<file path="src/rtl/led_chaser.sv">
// LED chaser: prescaled pattern stepper (rotate-up/down, bounce, blink-all) with single-step.
// Optional LED_CHASER_PWM_EN adds a 4-bit brightness input and a PWM gate on leds.
module led_chaser #(
  parameter int unsigned NUM_LEDS = 4,
  parameter int unsigned TICK_DIV = 250000
) (
  input  logic                        clk,
  input  logic                        reset_n,
  input  logic                        enable,
  input  logic [1:0]                  mode,
  input  logic                        step,
`ifdef LED_CHASER_PWM_EN
  input  logic [3:0]                  brightness,
`endif
  output logic [NUM_LEDS-1:0]         leds,
  output logic                        tick,
  output logic [$clog2(NUM_LEDS)-1:0] pos
);

  localparam int unsigned PW = $clog2(TICK_DIV);
  localparam int unsigned XW = $clog2(NUM_LEDS);
  localparam logic [PW-1:0] PRE_LAST = PW'(TICK_DIV - 1);
  localparam logic [XW-1:0] POS_LAST = XW'(NUM_LEDS - 1);

  typedef enum logic [1:0] {
    MODE_UP     = 2'b00,
    MODE_DOWN   = 2'b01,
    MODE_BOUNCE = 2'b10,
    MODE_BLINK  = 2'b11
  } mode_e;

  typedef enum logic {
    DIR_UP   = 1'b0,
    DIR_DOWN = 1'b1
  } dir_e;

  logic [PW-1:0]       r_presc;
  logic [XW-1:0]       r_pos;
  dir_e                r_dir;
  logic                r_phase;
  logic                r_tick;
  logic [NUM_LEDS-1:0] r_pat;

  mode_e               w_mode;
  logic                w_adv;
  logic [XW-1:0]       w_pos_nx;
  dir_e                w_dir_nx;
  logic                w_phase_nx;
  logic [NUM_LEDS-1:0] w_pat_nx;

  always_comb begin
    w_mode     = mode_e'(mode);
    w_adv      = enable ? (r_presc == PRE_LAST) : step;
    w_pos_nx   = r_pos;
    w_dir_nx   = r_dir;
    w_phase_nx = 1'b0;
    case (w_mode)
      MODE_UP:   w_pos_nx = (r_pos == POS_LAST) ? '0 : r_pos + 1'b1;
      MODE_DOWN: w_pos_nx = (r_pos == '0) ? POS_LAST : r_pos - 1'b1;
      MODE_BOUNCE: begin
        // Ends force the direction, which also covers entering bounce at an end.
        if (r_pos == POS_LAST)
          w_dir_nx = DIR_DOWN;
        else if (r_pos == '0)
          w_dir_nx = DIR_UP;
        w_pos_nx = (w_dir_nx == DIR_DOWN) ? r_pos - 1'b1 : r_pos + 1'b1;
      end
      MODE_BLINK: w_phase_nx = ~r_phase;
      default: ;
    endcase
    w_pat_nx = (w_mode == MODE_BLINK) ? {NUM_LEDS{w_phase_nx}}
                                      : (NUM_LEDS'(1) << w_pos_nx);
  end

  always_ff @(posedge clk or negedge reset_n) begin
    if (!reset_n)
      r_presc <= '0;
    else if (enable)
      r_presc <= (r_presc == PRE_LAST) ? '0 : r_presc + 1'b1;
  end

  always_ff @(posedge clk or negedge reset_n) begin
    if (!reset_n) begin
      r_pos   <= '0;
      r_dir   <= DIR_UP;
      r_phase <= 1'b0;
      r_tick  <= 1'b0;
      r_pat   <= NUM_LEDS'(1);
    end else begin
      r_tick <= w_adv;
      if (w_adv) begin
        r_pos   <= w_pos_nx;
        r_dir   <= w_dir_nx;
        r_phase <= w_phase_nx;
        r_pat   <= w_pat_nx;
      end
    end
  end

`ifdef LED_CHASER_PWM_EN
  logic [3:0]          r_pwm;
  logic [NUM_LEDS-1:0] r_leds;
  logic                w_gate;

  assign w_gate = (brightness == 4'hF) || (r_pwm < brightness);

  // Gate the about-to-be-current pattern so leds still changes on the tick edge.
  always_ff @(posedge clk or negedge reset_n) begin
    if (!reset_n) begin
      r_pwm  <= '0;
      r_leds <= NUM_LEDS'(1);
    end else begin
      r_pwm  <= r_pwm + 1'b1;
      r_leds <= (w_adv ? w_pat_nx : r_pat) & {NUM_LEDS{w_gate}};
    end
  end

  assign leds = r_leds;
`else
  assign leds = r_pat;
`endif

  assign tick = r_tick;
  assign pos  = r_pos;

endmodule

</file>
<file path="config.mk">
export PLATFORM = sky130hd
export DESIGN_NAME = led_chaser
export DESIGN_NICKNAME = d
export VERILOG_FILES = /design/src/rtl/led_chaser.sv
export SDC_FILE = /design/constraint.sdc
export NUM_CORES = 1
export LEC_CHECK = 0
export ABC_AREA = 1
export CORE_MARGIN = 3
export CORE_UTILIZATION = 38
export DETAILED_ROUTE_END_ITERATION = 8
export SETUP_SLACK_MARGIN = 0.1
export SYNTH_ARGS = -nofsm -noshare
export SYNTH_HDL_FRONTEND = slang
export SYNTH_SLANG_ARGS = --single-unit
</file>
<file path="constraint.sdc">
create_clock -name clk -period 1.5 [get_ports clk]
set_input_delay 0.225 -clock clk [delete_from_list [all_inputs] [get_ports clk]]
set_output_delay 0.225 -clock clk [all_outputs]
set_load 0.05 [all_outputs]
</file>
## After elaboration in Yosys (flattened, before gate mapping)

Cells that the tools add are included.

| word-level totals | value |
|---|---|
| input port bits | 6 |
| register bits | 27 |
| output and inout port bits | 7 |
| logic and storage cells | 30 |

| operators by class | value |
|---|---|
| bitwise logic cells | 1 |
| reductions and logical operators | 3 |
| equal/unequal tests | 5 |
| add/subtract/negate cells | 3 |
| shift-type cells | 1 |
| muxes and demuxes | 11 |

Operator list:

| operator | count |
|---|---|
| $add 18x1->18 const B | 1 |
| $eq 18x18->1 const B | 1 |
| $mux 18 | 1 |
| $eq 2x2->1 const B | 3 |
| $mux 2 | 3 |
| $pmux 2 s3 | 1 |
| $mux 1 | 5 |
| $logic_not 2->1 | 2 |
| $mux 4 | 1 |
| $shl 1x2->4 const A | 1 |
| $add 2x1->2 const B | 1 |
| $eq 2x1->1 const B | 1 |
| $reduce_and 2->1 | 1 |
| $sub 2x1->2 const B | 1 |
| $not 1->1 | 1 |

## Logic depth before layout (Yosys ltp)

| logic depth | value |
|---|---|
| word-level depth | 8 |
| mapped depth | 13 |

## Worst setup path after synthesis

OpenSTA, ideal clock, no wires.

| timing | value |
|---|---|
| path type | register to register |
| start point | reg r_pos[0] (netlist: pos[0]) |
| end point | reg r_pos[1] (netlist: pos[1]) |
| required time | 1.381 ns |
| clock period less this slack | 1.737 ns |
| cell stages (with the launch flop) | 13 |
| setup slack | -0.237 ns |
| buffers on the path | 0 |
| arrival time | 1.618 ns |
| cells stage by stage | dfrtp_1 inv_1 ha_1 inv_1 nand2_1 nand2_1 nand2_1 nand2_1 nand2_1 nand2_1 o21ai_0 nand2_1 nand2_1 |

| on the way | value |
|---|---|
| word-level cells in the longest chain between the ends | 6 |
| elaborated cells on any way between the ends | 11 |
| classes of those cells | 2 x add/sub; 1 x eq/ne; 7 x mux; 1 x reduce/logical |

Ends and longest elaborated chain:

| what | line | source |
|---|---|---|
| from (decl) | 38 | `logic [XW-1:0] r_pos;` |
| from (signal assigned) | 92 | `r_pos <= w_pos_nx;` |
| $logic_not 2->1 | 59, 64 |  |
| $mux 1 | 64 | `else if (r_pos == '0)` |
| $mux 1 | 62 | `if (r_pos == POS_LAST)` |
| $mux 1 | 57 | `case (w_mode)` |
| $mux 2 | 66 | `w_pos_nx = (w_dir_nx == DIR_DOWN) ? r_pos - 1'b1 : r_pos + 1'b1;` |
| $pmux 2 s3 (*) | 57 |  |

Mark *: on every way between the ends. The rest lies on a longest branch, timed or not. The select of a mux whose other input is x is not followed.
A chain may end at the register's enable or synchronous reset.

## Final worst setup path

| timing | value |
|---|---|
| start point | reg r_presc[1] |
| end point | reg r_phase |

| on the way | value |
|---|---|
| word-level cells in the longest chain between the ends | 2 |

Ends and longest elaborated chain:

| what | line | source |
|---|---|---|
| from (decl) | 37 | `logic [PW-1:0] r_presc;` |
| from (signal assigned) | 79 | `r_presc <= (r_presc == PRE_LAST) ? '0 : r_presc + 1'b1;` |
| $eq 18x18->1 | 53 | `w_adv = enable ? (r_presc == PRE_LAST) : step;` |
| $mux 1 | 53 |  |
| to (signal assigned) | 94 | `r_phase <= w_phase_nx;` |
| to (decl) | 40 | `logic r_phase;` |

Every way passes these cells.

==> results_dict.tcl <==
set metrics [dict create \
    drc_errors 0 \
    layout-area-overhead-vs-synth_pct 37.5 \
    placeableCoreArea_sq_mm 0.00420 \
    crit_fanout 6 \
    synth.yosys.seq_area_share 0.392 \
    antenna_found_initial 0 \
    layout_common_cells "nand2_1, inv_1, buf_4, nor2_1, dfrtp_1" \
    avgViaCountPerCell 4.90 \
    drt_wl_total_microns 4220 \
    crit_type "reg2reg" \
    worst-r2r-cell-count 9 \
    die-width_microns 73.4 \
    placementRows 23 \
    worstReg2RegStart "r_presc[1]$_DFFE_PN0P_" \
    diodes 0 \
    final_cell_area_sq_mm 0.00237 \
    worst_ep_required_time_ns 1.67 \
    post_dp_cell_area_sq_mm 0.00205 \
    crit_top_cell "nor2_4" \
    worstSkewPairLatency_ns 0.27 \
    clock-root-buffer "clkbuf_8" \
    setup_total_negative_slack_ns 0 \
    synthesis.area_sq_mm 0.00173 \
    via_count 1686 \
    cts_made_buffers 3 \
    detail_route.wl_per_cell_microns 12.3 \
    cts_tree "yes" \
    result_of_the_run "finished, final reports clean" \
    vias_in_the_first_global_route 1585 \
    power.ir.vdd_worst_mv 0.565 \
    floorplan.initialDensity 0.411 \
    synth_largest_type_area_fraction 0.377 \
    yosysWarningCount 0 \
    slew_violations 0 \
    path_cells "ha_4 -> nand2_4 -> nor2_4 -> nand2_2 -> nor2_4 -> nand3_4 -> buf_6 -> nand3_1 -> nand2_1" \
    clock_sink_count 27 \
    timing.critical_path.max_delay_family "simple AND/OR/NAND/NOR gates" \
    grt_use_total 0.164 \
    cts-root-to-sink-buffers 2 \
    largest_net_degree_at_the_start_of_global_routing 28 \
    io_buffers 12 \
    drt.antenna.violating_nets 0 \
    syn-mean-instance-area_sq_um 6.77 \
    mostFrequentLayoutCell "nand2_1" \
    first_pass_iters 4 \
    die_area_sq_mm 0.00539 \
    io_pins 13 \
    setup_viol_count_final 0 \
    finalNetCount 304 \
    critical_path.reg2reg.endpoint "r_phase$_DFFE_PN0P_" \
    finalWorstPathRequiredPeriod_ns 1.46 \
    rrSetupSlack_ns 0.04 \
    maxSlewHeadroom 0.774 \
    max_cap_violations 0 \
    power_leakage_nw 1.21 \
    crit_path_top_delay_cell "dfrtp_1" \
    timing.fmax_mhz 683 \
    synth_top_cells_by_area "dfrtp_1, nand2_1, inv_1" \
    hp-class "in2async" \
    die_h_microns 73.4 \
    cts-htree-levels 1 \
    drive_above_1_share 0.340 \
    power-per-cell-area_mw_per_mm2 1200 \
    max_slew.worst_pin.slew_ns 0.339 \
    cts.reportedPaths.clkPinSlew_ns 0.10 \
    postSynthNetCount 264 \
    critical_path.startpoint_type "flip-flop" \
    distinct_cell_type_count_after_synthesis 24 \
    timing.critical_path.arrival_ns 1.63 \
    finalCritPeriodShare 0.976 \
    finalHoldViolations 0 \
    grt_setup_unrepaired "yes" \
    dp_hpwl_microns 2990 \
    skew_ns 0.00577 \
    ffs_latches_synth 27 \
    grt_remaining_overflow 0 \
    critical_path.endpoint_type "flip-flop" \
    synth_largest_area_cell "dfrtp_1" \
    finalWeightedCongestion 0.886 \
    global_route_wire_length_before_repair_microns 6990 \
    path_buf_inv 1 \
    syn-instance-count 255 \
    crit_path_max_incr_delay_ns 0.41 \
    detailedRoute.firstIterationViolations 110 \
]
==> sequential cells by signal, indices dropped and copies added, names as in the netlist <==
signal and count:
leds 4, pos 2, r_phase 1, r_dir 1, tick 1, r_presc 18
==> kinds of logic after synthesis <==
group | Yosys count | synth area share
simple gates | 156 | 0.393
buf+inv | 49 | 0.117
flops | 27 | 0.392
compound gates | 13 | 0.0406
xor+xnor | 7 | 0.0355
fa+ha+maj | 3 | 0.0217
==> worst max path at each step <==
| stage | from | to | slack [ns] | cells after the start |
|---|---|---|---|---|
| 2_1_floorplan | pos[0]$_DFFE_PN0P_ | leds[1]$_DFFE_PN0P_ | 0.05 | 12 |
| 3_3_place_gp | enable | r_presc[7]$_DFFE_PN0P_ | -0.12 | 7 |
| 3_5_place_dp | enable | r_presc[17]$_DFFE_PN0P_ | -0.14 | 9 |
| 4_1_cts | r_presc[1]$_DFFE_PN0P_ | leds[2]$_DFFE_PN0P_ | 0.08 | 10 |
| 5_1_grt | r_presc[1]$_DFFE_PN0P_ | leds[2]$_DFFE_PN0P_ | -0.05 | 10 |
| 6_report | r_presc[1]$_DFFE_PN0P_ | r_phase$_DFFE_PN0P_ | 0.04 | 9 |
==> what timing repair did <==
action	in CTS	in global routing
cloned	0	1
resized for setup	13	48
setup buffers	5	4
hold buffers	0	0
pin swaps	7	18
setup endpoints to repair	14	23
==> area by class of cell <==
cell class / instances / area, sq um
repair buffers: 38 / 353
fillers: 388 / 1830
flip-flops and latches: 27 / 683
multi-input cells: 180 / 1060
clock buffers: 4 / 45.0
inverters: 45 / 169
well taps: 50 / 62.6
==> Yosys cell counts (all sizes together) <==
cell type   n
nand2      77
ha          3
clkbuf      1
a211oi      1
nor3        3
o21bai      1
buf         3
nand4       5
nor2       37
dfrtp      26
dfstp       1
o21ai       9
xor2        7
nand3      33
a21oi       2
inv        45
or2         1
==> layer usage <==
metal	share of wire	vias to the layer above	global-route usage	wire [microns]
met3	0.040	6	0.0260	169
met5	0	-	0	0
met1	0.48	778	0.231	2020
met4	0.011	0	0.0684	46
li1	-	871	-	-
met2	0.47	31	0.250	1980
==> power breakdown <==
group	switching (W)	internal (W)	leakage, nW
combinational	0.000809	0.000530	0.877
sequential	0.000196	0.000899	0.313
clock	0.000230	0.000190	0.0228
==> metrics by stage <==
step           instances  power [W]  setup WS [ns]   util  hold slack (ns)
6_report             344    0.00285         0.0367  0.565            0.311
4_1_cts              339    0.00269         0.0782  0.518            0.325
5_1_grt              344    0.00306        -0.0530  0.565            0.336
3_3_place_gp         330    0.00218         -0.124  0.487            0.474
3_5_place_dp         330    0.00218         -0.144  0.487            0.476
2_1_floorplan        255    0.00179         0.0497      -          -0.0706
Power figures use the tool's default switching activity.
